**config.mk**
```make
export PLATFORM = sky130hd
export DESIGN_NAME = traffic_light_monitor
export DESIGN_NICKNAME = d
export VERILOG_FILES = /design/src/rtl/tl_pkg.sv /design/src/rtl/tl_road_tracker.sv /design/src/rtl/traffic_light_monitor.sv
export SDC_FILE = /design/constraint.sdc
export NUM_CORES = 1
export LEC_CHECK = 0
export ABC_CLOCK_PERIOD_IN_PS = 3600
export BUFFER_PORTS_ARGS = -buffer_cell sky130_fd_sc_hd__buf_2
export CELL_PAD_IN_SITES_DETAIL_PLACEMENT = 0
export CELL_PAD_IN_SITES_GLOBAL_PLACEMENT = 1
export CORE_MARGIN = 2
export CORE_UTILIZATION = 50
export CTS_BUF_LIST = sky130_fd_sc_hd__clkbuf_4 sky130_fd_sc_hd__clkbuf_8
export DETAILED_ROUTE_END_ITERATION = 16
export HOLD_SLACK_MARGIN = 0.15
export PLACE_DENSITY_LB_ADDON = 0.05
export SYNTH_ARGS = -nofsm -noshare
export SYNTH_HDL_FRONTEND = slang
export SYNTH_SLANG_ARGS = --single-unit
```
**constraint.sdc**
```tcl
create_clock -name clk -period 3.6 [get_ports clk]
set_input_delay 0.36 -clock clk [delete_from_list [all_inputs] [get_ports clk]]
set_output_delay 0.36 -clock clk [all_outputs]
set_load 0.01 [all_outputs]
```
**src/rtl/tl_pkg.sv**
```systemverilog
// Shared definitions for the traffic-light monitor: light codes, road indices,
// tracker states, error bit positions and the first-error encoder.
package tl_pkg;

  localparam logic [2:0] LT_RED    = 3'b100;
  localparam logic [2:0] LT_YELLOW = 3'b010;
  localparam logic [2:0] LT_GREEN  = 3'b001;

  localparam int ROAD_M1   = 0;
  localparam int ROAD_M2   = 1;
  localparam int ROAD_MT   = 2;
  localparam int ROAD_S    = 3;
  localparam int NUM_ROADS = 4;

  typedef enum logic [1:0] {
    TS_UNARMED,
    TS_RED,
    TS_YELLOW,
    TS_GREEN
  } track_state_t;

  localparam int ERR_ENC      = 0;
  localparam int ERR_CONFLICT = 1;
  localparam int ERR_SEQ      = 2;
  localparam int ERR_DWELL    = 3;
  localparam int ERR_STARVE   = 4;
  localparam int NUM_ERR      = 5;

  // Starvation has no spare one-hot position in the 4-bit type field.
  localparam logic [3:0] CODE_STARVE = 4'b1111;

  typedef logic [NUM_ERR-1:0] err_vec_t;
  typedef logic [NUM_ROADS-1:0][NUM_ERR-1:0] road_err_t;

  // {valid, road, type} of the lowest road, then lowest error bit, that is set.
  function automatic logic [6:0] encode_first(input road_err_t errs);
    logic [6:0] word;
    word = '0;
    for (int r = NUM_ROADS - 1; r >= 0; r--) begin
      for (int b = NUM_ERR - 1; b >= 0; b--) begin
        if (errs[r][b]) begin
          word = {1'b1, 2'(r), (b == ERR_STARVE) ? CODE_STARVE : 4'(1 << b)};
        end
      end
    end
    return word;
  endfunction

endpackage

```
**src/rtl/tl_road_tracker.sv**
```systemverilog
// Per-road colour tracker: follows one light bus and flags encoding, sequence,
// dwell and (with TLMON_STARVE_EN defined) red-starvation violations.
module tl_road_tracker
  import tl_pkg::*;
#(
  parameter int MIN_GREEN  = 3,
  parameter int MIN_YELLOW = 2,
  parameter int CNT_W      = 8,
  parameter int MAX_RED    = 60
) (
  input  logic       clk,
  input  logic       rst,
  input  logic [2:0] light,
  output logic       enc_err,
  output logic       seq_err,
  output logic       dwell_err,
  output logic       starve_err,
  output logic       active,
  output logic       green
);

  if (MAX_RED < 1 || MAX_RED >= 2 ** CNT_W) begin : g_bad_max_red
    $error("tl_road_tracker: MAX_RED must lie in 1 .. 2**CNT_W-1");
  end

  track_state_t     state;
  track_state_t     sample_state;
  logic [CNT_W-1:0] dwell;
  logic             legal;
  logic             armed;
  logic             changed;

  // NOTE: every variable gets a default at the top of always_comb so no path
  // leaves it unassigned, which would otherwise infer a latch.
  always_comb begin
    legal        = 1'b1;
    sample_state = state;
    case (light)
      LT_RED:    sample_state = TS_RED;
      LT_YELLOW: sample_state = TS_YELLOW;
      LT_GREEN:  sample_state = TS_GREEN;
      default:   legal        = 1'b0;
    endcase
  end

  assign armed   = (state != TS_UNARMED);
  assign changed = legal && armed && (sample_state != state);
  assign enc_err = !legal;
  assign green   = (light == LT_GREEN);
  assign active  = (light == LT_GREEN) || (light == LT_YELLOW);

  always_comb begin
    seq_err   = 1'b0;
    dwell_err = 1'b0;
    if (changed) begin
      case (state)
        TS_GREEN: begin
          if (sample_state != TS_YELLOW)        seq_err   = 1'b1;
          else if (dwell < CNT_W'(MIN_GREEN))   dwell_err = 1'b1;
        end
        TS_YELLOW: begin
          if (sample_state != TS_RED)           seq_err   = 1'b1;
          else if (dwell < CNT_W'(MIN_YELLOW))  dwell_err = 1'b1;
        end
        TS_RED: begin
          if (sample_state != TS_GREEN)         seq_err   = 1'b1;
        end
        default: ;
      endcase
    end
  end

  // NOTE: state registers use non-blocking assignments so every flop samples
  // the pre-edge values, independent of statement order.
  always_ff @(posedge clk) begin
    if (rst) begin
      state <= TS_UNARMED;
      dwell <= '0;
    end else if (legal && (!armed || sample_state != state)) begin
      state <= sample_state;
      dwell <= CNT_W'(1);
    end else if (armed) begin
      // Same colour, or an illegal code while the previous colour is held.
      dwell <= (dwell == '1) ? dwell : dwell + 1'b1;
    end
  end

`ifdef TLMON_STARVE_EN
  logic [CNT_W-1:0] red_cnt;

  always_ff @(posedge clk) begin
    if (rst) begin
      red_cnt <= '0;
    end else if (legal) begin
      if (sample_state == TS_RED) red_cnt <= (red_cnt == '1) ? red_cnt : red_cnt + 1'b1;
      else                        red_cnt <= '0;
    end
  end

  // Fires only on the MAX_RED-th consecutive red sample, so one pulse per red spell.
  assign starve_err = legal && (sample_state == TS_RED) && (red_cnt == CNT_W'(MAX_RED - 1));
`else
  assign starve_err = 1'b0;
`endif

endmodule

```
**src/rtl/traffic_light_monitor.sv**
```systemverilog
// Passive checker for the four traffic-light buses; reports sticky flags, a
// violation pulse, a saturating count and first-error capture. Optional: TLMON_STARVE_EN.
module traffic_light_monitor
  import tl_pkg::*;
#(
  parameter int MIN_GREEN  = 3,
  parameter int MIN_YELLOW = 2,
  parameter int CNT_W      = 8,
  parameter int MAX_RED    = 60
) (
  input  logic             clk,
  input  logic             rst,
  input  logic [2:0]       light_M1,
  input  logic [2:0]       light_M2,
  input  logic [2:0]       light_MT,
  input  logic [2:0]       light_S,
  input  logic             clr,
  output logic [4:0]       err_flags,
  output logic             err_pulse,
  output logic [CNT_W-1:0] err_count,
  output logic [6:0]       first_err
);

  logic [2:0]           lights [NUM_ROADS];
  logic [NUM_ROADS-1:0] active, green, enc, seq, dwell, starve, conflict;
  logic                 s_vs_main, mt_vs_m1, any_err;
  road_err_t            road_err;
  err_vec_t             type_hits, flags_base;
  logic [CNT_W-1:0]     count_base;
  logic [6:0]           first_base;

  assign lights[ROAD_M1] = light_M1;
  assign lights[ROAD_M2] = light_M2;
  assign lights[ROAD_MT] = light_MT;
  assign lights[ROAD_S]  = light_S;

  for (genvar r = 0; r < NUM_ROADS; r++) begin : g_road
    tl_road_tracker #(
      .MIN_GREEN (MIN_GREEN),
      .MIN_YELLOW(MIN_YELLOW),
      .CNT_W     (CNT_W),
      .MAX_RED   (MAX_RED)
    ) u_tracker (
      .clk       (clk),
      .rst       (rst),
      .light     (lights[r]),
      .enc_err   (enc[r]),
      .seq_err   (seq[r]),
      .dwell_err (dwell[r]),
      .starve_err(starve[r]),
      .active    (active[r]),
      .green     (green[r])
    );
  end

  // Each road taking part in a conflict is charged with it, so first_err
  // names the lowest-indexed road involved.
  assign s_vs_main = active[ROAD_S] &&
                     (active[ROAD_M1] || active[ROAD_M2] || active[ROAD_MT]);
  assign mt_vs_m1  = green[ROAD_MT] && green[ROAD_M1];

  assign conflict[ROAD_M1] = (s_vs_main && active[ROAD_M1]) || mt_vs_m1;
  assign conflict[ROAD_M2] =  s_vs_main && active[ROAD_M2];
  assign conflict[ROAD_MT] = (s_vs_main && active[ROAD_MT]) || mt_vs_m1;
  assign conflict[ROAD_S]  =  s_vs_main;

  always_comb begin
    type_hits = '0;
    for (int r = 0; r < NUM_ROADS; r++) begin
      road_err[r]               = '0;
      road_err[r][ERR_ENC]      = enc[r];
      road_err[r][ERR_CONFLICT] = conflict[r];
      road_err[r][ERR_SEQ]      = seq[r];
      road_err[r][ERR_DWELL]    = dwell[r];
      road_err[r][ERR_STARVE]   = starve[r];
      type_hits                 = type_hits | road_err[r];
    end
  end

  assign any_err = |type_hits;

  // clr zeroes the base values; a same-cycle violation is then applied on top.
  assign flags_base = clr ? '0 : err_flags;
  assign count_base = clr ? '0 : err_count;
  assign first_base = clr ? '0 : first_err;

  always_ff @(posedge clk) begin
    if (rst) begin
      err_flags <= '0;
      err_pulse <= 1'b0;
      err_count <= '0;
      first_err <= '0;
    end else begin
      err_flags <= flags_base | type_hits;
      err_pulse <= any_err;
      if (any_err && count_base != '1) err_count <= count_base + 1'b1;
      else                             err_count <= count_base;
      if (any_err && !first_base[6])   first_err <= encode_first(road_err);
      else                             first_err <= first_base;
    end
  end

endmodule

```
==> flow_summary.toml <==
[final_layout]
area_growth_pct = 8.85
fill_cells = 711
mostFrequentLayoutCells = "nor2_1, dfxtp_1, nand2_1, buf_2, a21oi_1"
drive_above_1_share_pct = 13.5
diodes = 0
final_common_cell = "nor2_1"
finalNetCount = 504
fin_area_um2 = 4080

[global_route]
antenna_found_initial = 0
grt_pass1_vias = 2898
grt_usage_pct = 20.8
grt_pass1_wl_um = 14000
grt_max_degree = 24
grt_overflow = 0

[cts]
cts_max_level = 3
cts_tree = "yes"
ctsRootBufferMaster = "clkbuf_8"
postCtsResizedCells = 0
cts_made_buffers = 9
clkSlewWorstSetupHoldPaths_ns = 0.07
clock_path_buffers = 2
clk-insertion-delay-late_ns = 0.34
postCtsSetupBuffers = 0
cts_hold_buf = 0
cts.sinks = 60

[timing]
finalHoldViolations = 0
worst_pin_slew_ns = 0.662
finalSetupTns_ns = 0
period_needed_ns = 2.52
clock-skew-final_ns = 0.0123
period_share_pct = 70.1
rsz0062_at_grt = "false"
slew_viol_final = 0
relSlewSlack_pct = 55.7
worst_hold_slack_ns = 0.376
setup_viol = 0
max_freq_mhz = 396

[pwr]
swShare_pct = 29.7
clkPwrFrac_pct = 34.5
p_switching_uw = 439
p_leak_nw = 1.54
power_density_nw_per_um2 = 362
ir_drop_v = 0.000210
total_power_mw = 1.48
pwr-share-seq_pct = 48.6
p_int_mw = 1.04
power.share.combinational_pct = 16.9

[worst_hold_path]
holdPathStages = 2
hold_end = "g_road[3].u_tracker.state[1]"
min-delay-path-class = "primary input to flop"
hold_start = "light_S[2]"

[flow_run]
drv_cap = 0

[critical_path]
critPathKind = "flop to flop"
end_kind = "flop"
r2r-end = "first_err[5]"
r2r-start = "g_road[1].u_tracker.dwell[1]"
crit_path_start_kind = "flop"
path_max_fanout = 6
startpoint = "g_road[1].u_tracker.dwell[1]"
ff2ff_path_depth = 8
required_ns = 3.86
regToRegSetupSlack_ns = 1.08
arrival_ns = 2.79

[synth]
yosys-top-cells-area = "dfxtp_1, nor2_1, xor2_1, nand2_1, xnor2_1"
yosys.area.top_type = "dfxtp_1"
ys.flop_type = "dfxtp_1"
synth.avg_cell_area_um2 = 8.13
syn_nets = 481
netlist_instances = 461
netlist_area_um2 = 3750
synth_edf_count = 0
synth_top_area_share_pct = 32.1
seq_area_frac_synth_pct = 32.1
ys_warn_count = 0
synth-async-reset-ratio_pct = 0
synth_seq_cells = 60
synth.distinct_cells = 77

[route]
drc = 0
drt_iter0_markers = 191
vias_per_cell = 5.53
avgRoutedWirePerCell_um = 14.0
vias = 3244
dr.pass1.iters = 4
postRouteAntennaNets = 0
drt-total-wl_um = 8230

[die]
fp.coreArea_um2 = 7250
die_area_um2 = 8200
die_h_um = 90.6
die_w_um = 90.6
num_rows = 31
start_util_pct = 51.6
io_pins = 36

[status]
status = "completed"

[placed_design]
io_buffer_count = 34
placed_area_um2 = 3920
dpl.hpwl_um = 5960
place_congestion = 0.865
==> power by group through the flow <==
stage | Combinational (mW) | Clock [mW] | Sequential [mW]
after floorplan | 0.200 | 0 | 0.725
after global placement | 0.248 | 0 | 0.732
after detailed placement | 0.249 | 0 | 0.733
after CTS | 0.250 | 0.531 | 0.718
after global routing | 0.280 | 0.562 | 0.723
final | 0.249 | 0.510 | 0.718
==> Yosys cell counts, types with 3 or more instances <==
cell type,n
nand2_1,45
nand3_1,19
dfxtp_1,60
a211oi_1,8
xor2_1,20
o21ai_1,4
clkbuf_1,7
ha_1,5
a31oi_1,4
o21a_1,5
o22a_1,3
buf_2,9
a21oi_1,25
mux2i_1,11
or3_1,4
nor2b_1,10
xnor2_1,16
nor4_1,5
o22ai_1,3
nand3b_1,4
nor3_1,10
nor2_1,63
nor4b_1,4
nor3b_1,6
o21ai_0,6
inv_1,13
nand2b_1,10
and3_1,3
o2111ai_1,4
nand4_1,11
buf_6,3
o211ai_1,3
==> sequential cells by signal, indices dropped and copies added (netlist names) <==
name,count
err_count,8
err_flags,4
err_pulse,1
first_err,7
g_road.u_tracker.dwell,32
g_road.u_tracker.state,8
==> metrics by stage <==
stage	cells	setup WS, ns	util [%]
floorplan	461	1.46	-
global placement	572	1.10	54.0
detailed placement	572	1.06	54.0
CTS	587	1.08	56.2
global route	587	0.953	56.2
finish	587	1.08	56.2
==> layer usage <==
layer / up-vias / GRT usage [%] / part of all wire, %
li1: 1708 / - / -
met1: 1486 / 29.5 / 51
met2: 43 / 31.5 / 44
met3: 7 / 4.67 / 3.8
met4: 0 / 6.15 / 1.1
met5: - / 0 / 0
==> critical path, cell delays in order, from the launching register on <==
cell and delay (ns):
dfxtp_1 0.38, ha_1 0.25, nor4bb_1 0.09, o2111ai_2 0.36, nand2_2 0.10, or3b_4 0.42
nor3_2 0.28, or2_1 0.34, mux2i_1 0.22
==> logic make-up (layout without fill, tap and decap cells) <==
logic type | Yosys count | in the layout | share of synthesized area (%)
compound gates | 94 | 94 | 19.3
xor+xnor | 36 | 36 | 8.42
fa+ha+maj | 5 | 5 | 1.67
buf+inv | 36 | 63 | 4.71
flops | 60 | 60 | 32.1
mux | 11 | 11 | 2.94
other cells | 1 | 1 | 0.100
simple gates | 218 | 218 | 30.8
==> worst max path at each step <==
stage	end	slack, ns	depth (start not counted)
after floorplan	err_count[1]	1.46	8
after global placement	err_count[1]	1.10	8
after detailed placement	first_err[5]	1.06	8
after CTS	first_err[5]	1.08	8
after global routing	first_err[2]	0.95	8
final	first_err[5]	1.08	8
==> area by class of cell <==
type	count	area, µm²	area share (%)
multi-input combinational	365	2370	58.1
sequential	60	1200	29.5
timing repair buffer	34	170	4.17
clock buffer	10	131	3.22
tap	99	124	3.04
inverter	14	52.6	1.29
clock inverter	5	30.0	0.736
No activity file was read; power rests on OpenSTA's default activity.
